File: src/rtl/vga_pkg.sv
// Shared VGA timing constants, the per-pixel control payload and the
// helper that derives line/frame totals from the porch/sync widths.
package vga_pkg;

   localparam int VGA_CW = 3;

   localparam int H640_ACTIVE = 640;
   localparam int H640_FP     = 16;
   localparam int H640_SYNC   = 96;
   localparam int H640_BP     = 48;
   localparam int V480_ACTIVE = 480;
   localparam int V480_FP     = 10;
   localparam int V480_SYNC   = 2;
   localparam int V480_BP     = 33;

   localparam int H800_ACTIVE = 800;
   localparam int H800_FP     = 56;
   localparam int H800_SYNC   = 120;
   localparam int H800_BP     = 64;
   localparam int V600_ACTIVE = 600;
   localparam int V600_FP     = 37;
   localparam int V600_SYNC   = 6;
   localparam int V600_BP     = 23;

   typedef struct packed {
      logic de;
      logic hs;
      logic vs;
   } vga_ctl_t;

   function automatic int vga_total(input int active, input int fp, input int sync, input int bp);
      return active + fp + sync + bp;
   endfunction

endpackage

File: src/rtl/vga_delay_line.sv
// Fixed-depth shift register with async active-low clear; depth 0
// degenerates to a wire so a zero fetch latency costs nothing.
module vga_delay_line #(
   parameter int W = 3,
   parameter int D = 1
) (
   input  logic         clk,
   input  logic         rst,
   input  logic [W-1:0] d,
   output logic [W-1:0] q
);

   generate
      if (D == 0) begin : g_wire
         wire unused_clk_rst = &{1'b0, clk, rst};
         assign q = d;
      end else begin : g_sr
         logic [W-1:0] sr [D];

         always_ff @(posedge clk or negedge rst) begin
            if (!rst) begin
               for (int i = 0; i < D; i++) sr[i] <= '0;
            end else begin
               sr[0] <= d;
               for (int i = 1; i < D; i++) sr[i] <= sr[i-1];
            end
         end

         assign q = sr[D-1];
      end
   endgenerate

endmodule

File: src/rtl/vga_timing_gen.sv
// Parametrised VGA timing generator: raster counters, request/strobe
// decode, fetch-latency alignment and the registered pin stage.
module vga_timing_gen
   import vga_pkg::*;
#(
   parameter int H_ACTIVE  = H640_ACTIVE,
   parameter int H_FP      = H640_FP,
   parameter int H_SYNC    = H640_SYNC,
   parameter int H_BP      = H640_BP,
   parameter int V_ACTIVE  = V480_ACTIVE,
   parameter int V_FP      = V480_FP,
   parameter int V_SYNC    = V480_SYNC,
   parameter int V_BP      = V480_BP,
   parameter bit HS_POL    = 1'b0,
   parameter bit VS_POL    = 1'b0,
   parameter int CW        = VGA_CW,
   parameter int FETCH_LAT = 1,
   parameter int CNT_W     = 11
) (
   input  logic              clk,
   input  logic              rst,
   input  logic              en,
   input  logic [3*CW-1:0]   pixel_in,
   output logic [CNT_W-1:0]  req_x,
   output logic [CNT_W-1:0]  req_y,
   output logic              req_de,
   output logic              frame_start,
   output logic              line_start,
   output logic [CW-1:0]     R,
   output logic [CW-1:0]     G,
   output logic [CW-1:0]     B,
   output logic              Hs,
   output logic              Vs,
   output logic              de
);

   localparam int H_TOTAL = vga_total(H_ACTIVE, H_FP, H_SYNC, H_BP);
   localparam int V_TOTAL = vga_total(V_ACTIVE, V_FP, V_SYNC, V_BP);

   localparam logic [CNT_W-1:0] H_LAST   = CNT_W'(H_TOTAL - 1);
   localparam logic [CNT_W-1:0] V_LAST   = CNT_W'(V_TOTAL - 1);
   localparam logic [CNT_W-1:0] H_ACT_C  = CNT_W'(H_ACTIVE);
   localparam logic [CNT_W-1:0] V_ACT_C  = CNT_W'(V_ACTIVE);
   localparam logic [CNT_W-1:0] HS_START = CNT_W'(H_ACTIVE + H_FP);
   localparam logic [CNT_W-1:0] HS_END   = CNT_W'(H_ACTIVE + H_FP + H_SYNC);
   localparam logic [CNT_W-1:0] VS_START = CNT_W'(V_ACTIVE + V_FP);
   localparam logic [CNT_W-1:0] VS_END   = CNT_W'(V_ACTIVE + V_FP + V_SYNC);

   logic [CNT_W-1:0] col;
   logic [CNT_W-1:0] row;
   vga_ctl_t         ctl_raw;
   vga_ctl_t         ctl_d;

   // Dropping en parks the raster at 0,0 so restart always begins a fresh frame.
   always_ff @(posedge clk or negedge rst) begin
      if (!rst) begin
         col <= '0;
         row <= '0;
      end else if (!en) begin
         col <= '0;
         row <= '0;
      end else if (col == H_LAST) begin
         col <= '0;
         row <= (row == V_LAST) ? '0 : row + 1'b1;
      end else begin
         col <= col + 1'b1;
      end
   end

   always_comb begin
      ctl_raw     = '0;
      req_x       = '0;
      req_y       = '0;
      line_start  = 1'b0;
      frame_start = 1'b0;
      if (en) begin
         req_x       = col;
         req_y       = row;
         line_start  = (col == '0);
         frame_start = (col == '0) && (row == '0);
         ctl_raw.de  = (col < H_ACT_C) && (row < V_ACT_C);
         ctl_raw.hs  = (col >= HS_START) && (col < HS_END);
         ctl_raw.vs  = (row >= VS_START) && (row < VS_END);
      end
   end

   assign req_de = ctl_raw.de;

   vga_delay_line #(
      .W ($bits(vga_ctl_t)),
      .D (FETCH_LAT)
   ) u_dly (
      .clk (clk),
      .rst (rst),
      .d   (ctl_raw),
      .q   (ctl_d)
   );

   // Colour is gated by the delayed de so stale fetch data never reaches the pins.
   always_ff @(posedge clk or negedge rst) begin
      if (!rst) begin
         de        <= 1'b0;
         Hs        <= ~HS_POL;
         Vs        <= ~VS_POL;
         {R, G, B} <= '0;
      end else begin
         de        <= ctl_d.de;
         Hs        <= ctl_d.hs ? HS_POL : ~HS_POL;
         Vs        <= ctl_d.vs ? VS_POL : ~VS_POL;
         {R, G, B} <= ctl_d.de ? pixel_in : '0;
      end
   end

endmodule

File: config.mk
export PLATFORM = sky130hd
export DESIGN_NAME = vga_timing_gen
export DESIGN_NICKNAME = d
export VERILOG_FILES = /design/src/rtl/vga_pkg.sv /design/src/rtl/vga_delay_line.sv /design/src/rtl/vga_timing_gen.sv
export SDC_FILE = /design/constraint.sdc
export NUM_CORES = 1
export LEC_CHECK = 0
export ABC_CLOCK_PERIOD_IN_PS = 2460
export BUFFER_PORTS_ARGS = -buffer_cell sky130_fd_sc_hd__buf_2
export CORE_MARGIN = 1.5
export CORE_UTILIZATION = 30
export CTS_CLUSTER_DIAMETER = 30
export DETAILED_ROUTE_END_ITERATION = 8
export GPL_TIMING_DRIVEN = 1
export SYNTH_ARGS = -nofsm -noshare
export SYNTH_HDL_FRONTEND = slang
export SYNTH_SLANG_ARGS = --single-unit
File: constraint.sdc
create_clock -name clk -period 2.46 [get_ports clk]
set_clock_uncertainty 0.1 [all_clocks]
set_input_delay 0.246 -clock clk [delete_from_list [all_inputs] [get_ports clk]]
set_output_delay 0.246 -clock clk [all_outputs]
set_load 0.005 [all_outputs]
==> run summary, run 1 <==
==========================================================================================
Post-synthesis sequential element count .....................................           37
Critical path capture point type ............................................ primary output
Number of routed nets with antenna violations ...............................            0
Required time of the critical path ..........................................      2.11 ns
Number of DRC violations after detailed routing .............................            0
Peak fanout along the critical path .........................................            9
Post-detailed-placement half-perimeter wirelength ...........................      3210 um
Data arrival time of the worst path .........................................      1.90 ns
Number of pins exceeding their max-slew limit in the final report ...........            0
Drt pass-1 iters ............................................................            4
I/O pin count ...............................................................           49
Core region area ............................................................ 0.00635 sq mm
Hold Crit Class ............................................................. input pin to flop
Starting density of the core ................................................        0.310
YS warnings .................................................................            0
DIE AREA .................................................................... 0.00706 sq mm
Total Routed Length .........................................................      4530 um
Synth Instances .............................................................          202
Peak clock frequency supported by timing ....................................    0.446 GHz
Most numerous cell in the Yosys netlist .....................................      dfrtp_1
Synthesized area per cell ...................................................   9.74 sq um
DR WL/cell ..................................................................      13.8 um
Most used DFF post-synth ....................................................      dfrtp_1
Number of global-route vias before repair ...................................         1535
Synthesized net count .......................................................          218
TritonCTS clock tree ........................................................         done
Portion of the post-synthesis area used by sequential elements ..............        0.472
Count of flip-flops with a built-in enable after synthesis ..................            0
Setup repair after global routing missed its margin .........................        false
Routability congestion estimate from global placement .......................        0.782
# fillers ...................................................................          653
Share of Yosys cell area claimed by the top area cell type ..................        0.445
Post-CTS setup repair buffer count ..........................................            0
Distinct cell type count after synthesis ....................................           40
Number of buffers inserted during clock tree synthesis ......................            5
Critical path type .......................................................... flop to primary output
Series of cell instances along the critical path ............................ nor4_1 > nand3_1 > nor4b_2 > and4_1 > buf_2
Clock Sink Count ............................................................           37
Placement Rows ..............................................................           29
Crit path buffers/inverters .................................................            1
Area contributors post-synth ................................................ dfrtp_1, and2_1, nor2_1, nand3_1, xnor2_1
Horizontal extent of the die ................................................      84.0 um
H-tree depth ................................................................            2
Initial antenna violation count .............................................            0
Floorplan die height ........................................................      84.0 um
Cell Area, Synth ............................................................ 0.00197 sq mm
Net count of the finished layout ............................................          266
Fin util ....................................................................        0.375
Synthesis-to-layout area growth .............................................        21.0%
Fraction of layout instances using a drive strength above 1 .................        0.279
Cell taking the most area after synthesis ...................................      dfrtp_1
Clock edge transition at the registers on the reported setup and hold paths .      0.08 ns
Worst path slowest cell .....................................................      dfrtp_1
Total vias in the final route ...............................................         1614
Actual transition at the worst max-transition pin ...........................     0.832 ns
Global-route usage over all layers ..........................................        0.135
Clk Tree Root Cell ..........................................................     clkbuf_8
Worst max-slew margin expressed relative to the limit .......................        0.445
Count of endpoints failing hold in the final timing report ..................            0
Worst-case clock buffer depth ...............................................            2
Final Cycle Share ...........................................................        0.911
Combined area of the multi-input logic cells ................................    925 sq um
Async set-reset flop share out of synthesis .................................         1.00
Commonest cells in the netlist .............................................. dfrtp_1, and2_1, nor2_1, nand3_1, inv_1
Buffers added on ports ......................................................           48
Crit path max-delay family .................................................. simple AND/OR/NAND/NOR gates
Ant. Diodes .................................................................            0
Outcome ..................................................................... finished, final reports clean
Post-route setup TNS ........................................................         0 ns
Seq. cell area ..............................................................    928 sq um
Wire length of the first global-routing pass ................................      7580 um
Overflow left after global routing ..........................................            0
Worst-skew pair later-pin latency ...........................................      0.29 ns
Stage delay of the slowest cell on the critical path ........................      0.48 ns
Maximum number of pins on one net before global-route repair ................           38
Maxcap violations ...........................................................            0
Power Density ...............................................................  525 mW/mm^2
Peak ir drop on the vdd network .............................................   0.000287 V
Final setup violating endpoints .............................................            0
Routed vias/inst ............................................................         4.92
Final critical delay including setup and external delays ....................      2.24 ns
Leakage power summed over all cells .........................................      1.11 nW
Detailed Route Iter0 Violations .............................................           47
CP Launch Type ..............................................................         flop
==========================================================================================
-- metrics by stage --
step	std cells	cell area [sq um]	setup WS [ns]	power (W)	hold WS, ns
floorplan	202	1970	0.608	0.000685	-0.150
global placement	319	2250	0.487	0.000727	0.241
detailed placement	319	2250	0.452	0.000728	0.250
CTS	328	2380	0.152	0.00128	0.0470
global route	328	2380	0.0768	0.00131	0.0430
finish	328	2380	0.219	0.00125	0.0597
-- per-layer routing --
layer / share of wire / track usage
met5: 0 / 0
met3: 0.044 / 0.0297
met2: 0.41 / 0.197
met4: 0.011 / 0.0402
met1: 0.53 / 0.199
-- power by group --
part,switching (W),internal (W)
clock network,0.000230,0.000303
registers,0.00000900,0.000621
logic,0.0000512,0.0000352
-- final timing paths --
kind | to | depth (start not counted) | startpoint | slack (ns)
min in group asynchronous | R[1]$_DFF_PN0_ | 2 | rst | 0.48
max in group asynchronous | row[0]$_DFFE_PN0P_ | 2 | rst | 1.24
setup / recovery | frame_start | 5 | col[5]$_DFF_PN0_ | 0.22
hold reg to reg | Hs$_DFF_PN1_ | 1 | u_dly.q[1]$_DFF_PN0_ | 0.25
setup reg to reg | row[9]$_DFFE_PN0P_ | 4 | col[5]$_DFF_PN0_ | 0.49
hold / removal | G[0]$_DFF_PN0_ | 2 | pixel_in[3] | 0.06
-- area by class of cell --
type	instances	area share
Timing Repair Buffer	53	0.118
Clock buffer	5	0.0289
Multi-Input combinational cell	143	0.388
Inverter	10	0.0158
Clock inverter	3	0.0194
Sequential cell	37	0.390
Tap cell	77	0.0404
-- cell families after synthesis --
logic type      share of synthesized area
flops                               0.472
mux                                0.0203
xor+xnor                           0.0356
simple gates                        0.304
compound gates                     0.0814
buf+inv                            0.0617
fa+ha+maj                          0.0254
-- registers in the layout, indices dropped and copies added, names as in the netlist --
signal   flops
R            3
Vs           1
row         11
u_dly.q      3
G            3
col         11
B            3
Hs           1
de           1
-- cells in the final DEF (no fill, tap or decap), types with 2 or more instances in the layout --
master,netlist,layout
ha_1,4,4
and2_2,2,2
a31oi_1,6,6
a21oi_1,5,5
nand4_1,7,7
or3_1,2,2
buf_4,0,4
o31ai_1,2,2
dfrtp_1,35,35
and3_1,2,2
and2_1,25,25
nand3_1,13,13
nor4_1,4,4
mux2i_1,4,4
nor3_1,4,4
nand2b_1,2,2
and4_1,5,5
inv_1,10,10
buf_2,1,48
nand2_1,7,7
nor2b_1,2,2
o21ai_0,4,4
xnor2_1,7,7
nor2_1,22,22
dfstp_2,2,2
clkbuf_8,0,5
-- timing repair --
| action | 4_1_cts | 5_1_grt |
|---|---|---|
| resized for setup | 0 | 1 |
| hold buffers | 1 | 0 |
| setup endpoints to repair | 0 | 1 |
| hold endpoints to repair | 35 | 0 |
Power figures use the tool's default switching activity.
==> run 2: changes to the inputs <==
--- a/config.mk
+++ b/config.mk
@@ -5,7 +5,8 @@
 export SDC_FILE = /design/constraint.sdc
 export NUM_CORES = 1
 export LEC_CHECK = 0
-export ABC_CLOCK_PERIOD_IN_PS = 2460
+export ABC_AREA = 1
+export ABC_CLOCK_PERIOD_IN_PS = 2000
 export BUFFER_PORTS_ARGS = -buffer_cell sky130_fd_sc_hd__buf_2
 export CORE_MARGIN = 1.5
 export CORE_UTILIZATION = 30
==> constraint.sdc (replaced) <==
create_clock -name clk -period 2 [get_ports clk]
set_clock_uncertainty 0.1 [all_clocks]
set_input_delay 0.2 -clock clk [delete_from_list [all_inputs] [get_ports clk]]
set_output_delay 0.2 -clock clk [all_outputs]
set_load 0.005 [all_outputs]
==> run 2 against run 1 <==
Against the previous run:
- via count is 19% higher
- clock-buffer cell count is the same
- sequential share of layout area shrank 4.6 points
- sequential power increased by 23%
- critical path type unchanged
- largest cell class unchanged
==> run summary, run 2 <==
==========================================================================================
Clock Sink Count ............................................................           37
Share of Yosys cell area claimed by the top area cell type ..................        0.412
Synthesized area per cell ...................................................   7.15 sq um
Fraction of layout instances using a drive strength above 1 .................        0.242
Starting density of the core ................................................        0.311
Horizontal extent of the die ................................................      87.1 um
Routed vias/inst ............................................................         4.22
Peak ir drop on the vdd network .............................................   0.000245 V
Maximum number of pins on one net before global-route repair ................           30
Async set-reset flop share out of synthesis .................................         1.00
Cell Area, Synth ............................................................ 0.00212 sq mm
Sum of internal, switching and leakage power ................................    0.00168 W
Number of pins exceeding their max-slew limit in the final report ...........            0
Post-route non-filler standard cell count ...................................          455
Post-route setup TNS ........................................................         0 ns
Detailed Route Iter0 Violations .............................................           60
Most used DFF post-synth ....................................................      dfrtp_1
Required time of the critical path ..........................................      1.70 ns
Setup repair after global routing missed its margin .........................        false
Number of DRC violations after detailed routing .............................            0
Hold Crit Class ............................................................. input pin to flop
DR WL/cell ..................................................................      10.7 um
YS warnings .................................................................            0
Area of all placed cells without fillers .................................... 0.00271 sq mm
Data arrival time of the worst path .........................................      1.62 ns
I/O pin count ...............................................................           49
Ant. Diodes .................................................................            0
Final critical delay including setup and external delays ....................      1.92 ns
Seq. cell area ..............................................................    930 sq um
Actual transition at the worst max-transition pin ...........................     0.327 ns
CP Launch Type ..............................................................         flop
Commonest cells in the netlist .............................................. nand2_1, inv_1, dfrtp_1, nor2_1, nand3_1
Worst-case clock buffer depth ...............................................            2
Floorplan die height ........................................................      87.1 um
Initial antenna violation count .............................................            0
Distinct cell type count after synthesis ....................................           24
Wire length of the first global-routing pass ................................      7980 um
Overflow left after global routing ..........................................            0
Post-detailed-placement half-perimeter wirelength ...........................      3660 um
Clk Tree Root Cell ..........................................................     clkbuf_8
Portion of the post-synthesis area used by sequential elements ..............        0.437
Number of global-route vias before repair ...................................         1769
Final Cycle Share ...........................................................        0.959
Count of endpoints failing hold in the final timing report ..................            0
Final setup violating endpoints .............................................            0
TritonCTS clock tree ........................................................         done
Synth Instances .............................................................          297
Number of routed nets with antenna violations ...............................            0
Routability congestion estimate from global placement .......................        0.856
Post-CTS setup repair buffer count ..........................................            0
Final hold slack ............................................................   0.00742 ns
Peak fanout along the critical path .........................................            6
Maxcap violations ...........................................................            0
Registers with the most flip-flops .......................................... col x11, row x11
Post-detailed-placement cell area ........................................... 0.00248 sq mm
Cell taking the most area after synthesis ...................................      dfrtp_1
Worst-skew pair later-pin latency ...........................................      0.29 ns
Count of flip-flops with a built-in enable after synthesis ..................            0
Drt pass-1 iters ............................................................            4
DIE AREA .................................................................... 0.00759 sq mm
Critical path type .......................................................... flop to primary output
Number of buffers inserted during clock tree synthesis ......................            5
Total Routed Length .........................................................      4850 um
Most common library cell in the layout ignoring fill and taps ...............      nand2_1
Power Density ...............................................................  619 mW/mm^2
Global-route usage over all layers ..........................................        0.135
Buffers added on ports ......................................................           48
Total vias in the final route ...............................................         1919
H-tree depth ................................................................            2
Clock edge transition at the registers on the reported setup and hold paths .      0.08 ns
Number of placed instances with taps included ...............................          439
Placement Rows ..............................................................           30
Outcome ..................................................................... finished, final reports clean
Synthesis-to-layout area growth .............................................        27.5%
Peak clock frequency supported by timing ....................................    0.522 GHz
Combined area of the multi-input logic cells ................................    913 sq um
Post-synthesis sequential element count .....................................           37
Worst max-slew margin expressed relative to the limit .......................        0.780
Synthesized net count .......................................................          313
Critical path capture point type ............................................ primary output
# fillers ...................................................................          745
Core region area ............................................................ 0.00683 sq mm
Net count of the finished layout ............................................          374
Leakage power summed over all cells .........................................      1.66 nW
Most frequent cells in the layout ........................................... nand2_1, inv_1, buf_2
Most numerous cell in the Yosys netlist .....................................      nand2_1
Area contributors post-synth ................................................ dfrtp_1, nand2_1, inv_1, nor2_1, nand3_1
==========================================================================================
run 2: cell types whose count changed in the layout (fill, tap and decap cells not counted), moves of 6 or more:
cell	delta
nand2_1	+81
a31oi_1	-6
dlygate4sd3_1	+7
inv_1	+55
nand2_2	+8
xnor2_1	-7
and2_1	-25
nor2_1	+10
run 2: area by class of cell:
cell class                 instances  share of cell area
clock inverter                     3              0.0240
timing repair buffer              61               0.132
sequential                        37               0.344
multi-input combinational        186               0.337
tap                               96              0.0444
clock buffer                       5              0.0254
inverter                          67              0.0929
run 2: worst paths after layout:
check / from / end / slack, ns / cells after the start
max in group asynchronous: rst / Vs$_DFF_PN1_ / 1.03 / 3
hold / removal: pixel_in[3] / G[0]$_DFF_PN0_ / 0.007 / 3
setup reg to reg: col[0]$_DFF_PN0_ / row[5]$_DFFE_PN0P_ / 0.19 / 8
min in group asynchronous: rst / u_dly.q[1]$_DFF_PN0_ / 0.23 / 2
setup / recovery: col[0]$_DFF_PN0_ / frame_start / 0.08 / 7
hold reg to reg: u_dly.q[0]$_DFF_PN0_ / Vs$_DFF_PN1_ / 0.25 / 1
run 2: repair_timing:
action,4_1_cts,5_1_grt
endpoints found under the hold margin,20,0
hold buffers,8,0
setup endpoints to repair,0,2
resized for setup,0,3
run 2: per-stage QoR:
step / worst slack, ns / utilization
2_1_floorplan: 0.494 / -
3_3_place_gp: 0.290 / 0.363
3_5_place_dp: 0.208 / 0.363
4_1_cts: 0.000322 / 0.394
5_1_grt: 0.00515 / 0.396
6_report: 0.0828 / 0.396
run 2: worst max-delay path: stages (launching register included):
cell	delay [ns]
dfrtp_2	0.45
inv_1	0.07
ha_1	0.14
nand2_1	0.06
nor3_2	0.17
nand3_1	0.15
nor2_1	0.17
buf_2	0.13
run 2: cell families (layout without fill, tap and decap cells):
family | Yosys count | count (layout) | synth area share
AND/OR/NAND/NOR | 168 | 168 | 0.359
buffers and inverters | 74 | 136 | 0.138
flip-flops | 37 | 37 | 0.437
AO/OA/AOI/OAI | 14 | 14 | 0.0418
adder cells (fa/ha/maj) | 4 | 4 | 0.0236
run 2: routing by layer:
layer | global-route usage | vias to the layer above | part of all wire
li1 | - | 1009 | -
met5 | 0 | - | 0
met1 | 0.169 | 852 | 0.47
met2 | 0.228 | 50 | 0.46
met4 | 0.0361 | 0 | 0.015
met3 | 0.0360 | 8 | 0.056
run 2: where the power goes:
group	internal (W)	switching [W]	total, W
combinational	0.0000511	0.0000685	0.000120
sequential	0.000764	0.0000122	0.000776
clock	0.000496	0.000285	0.000780
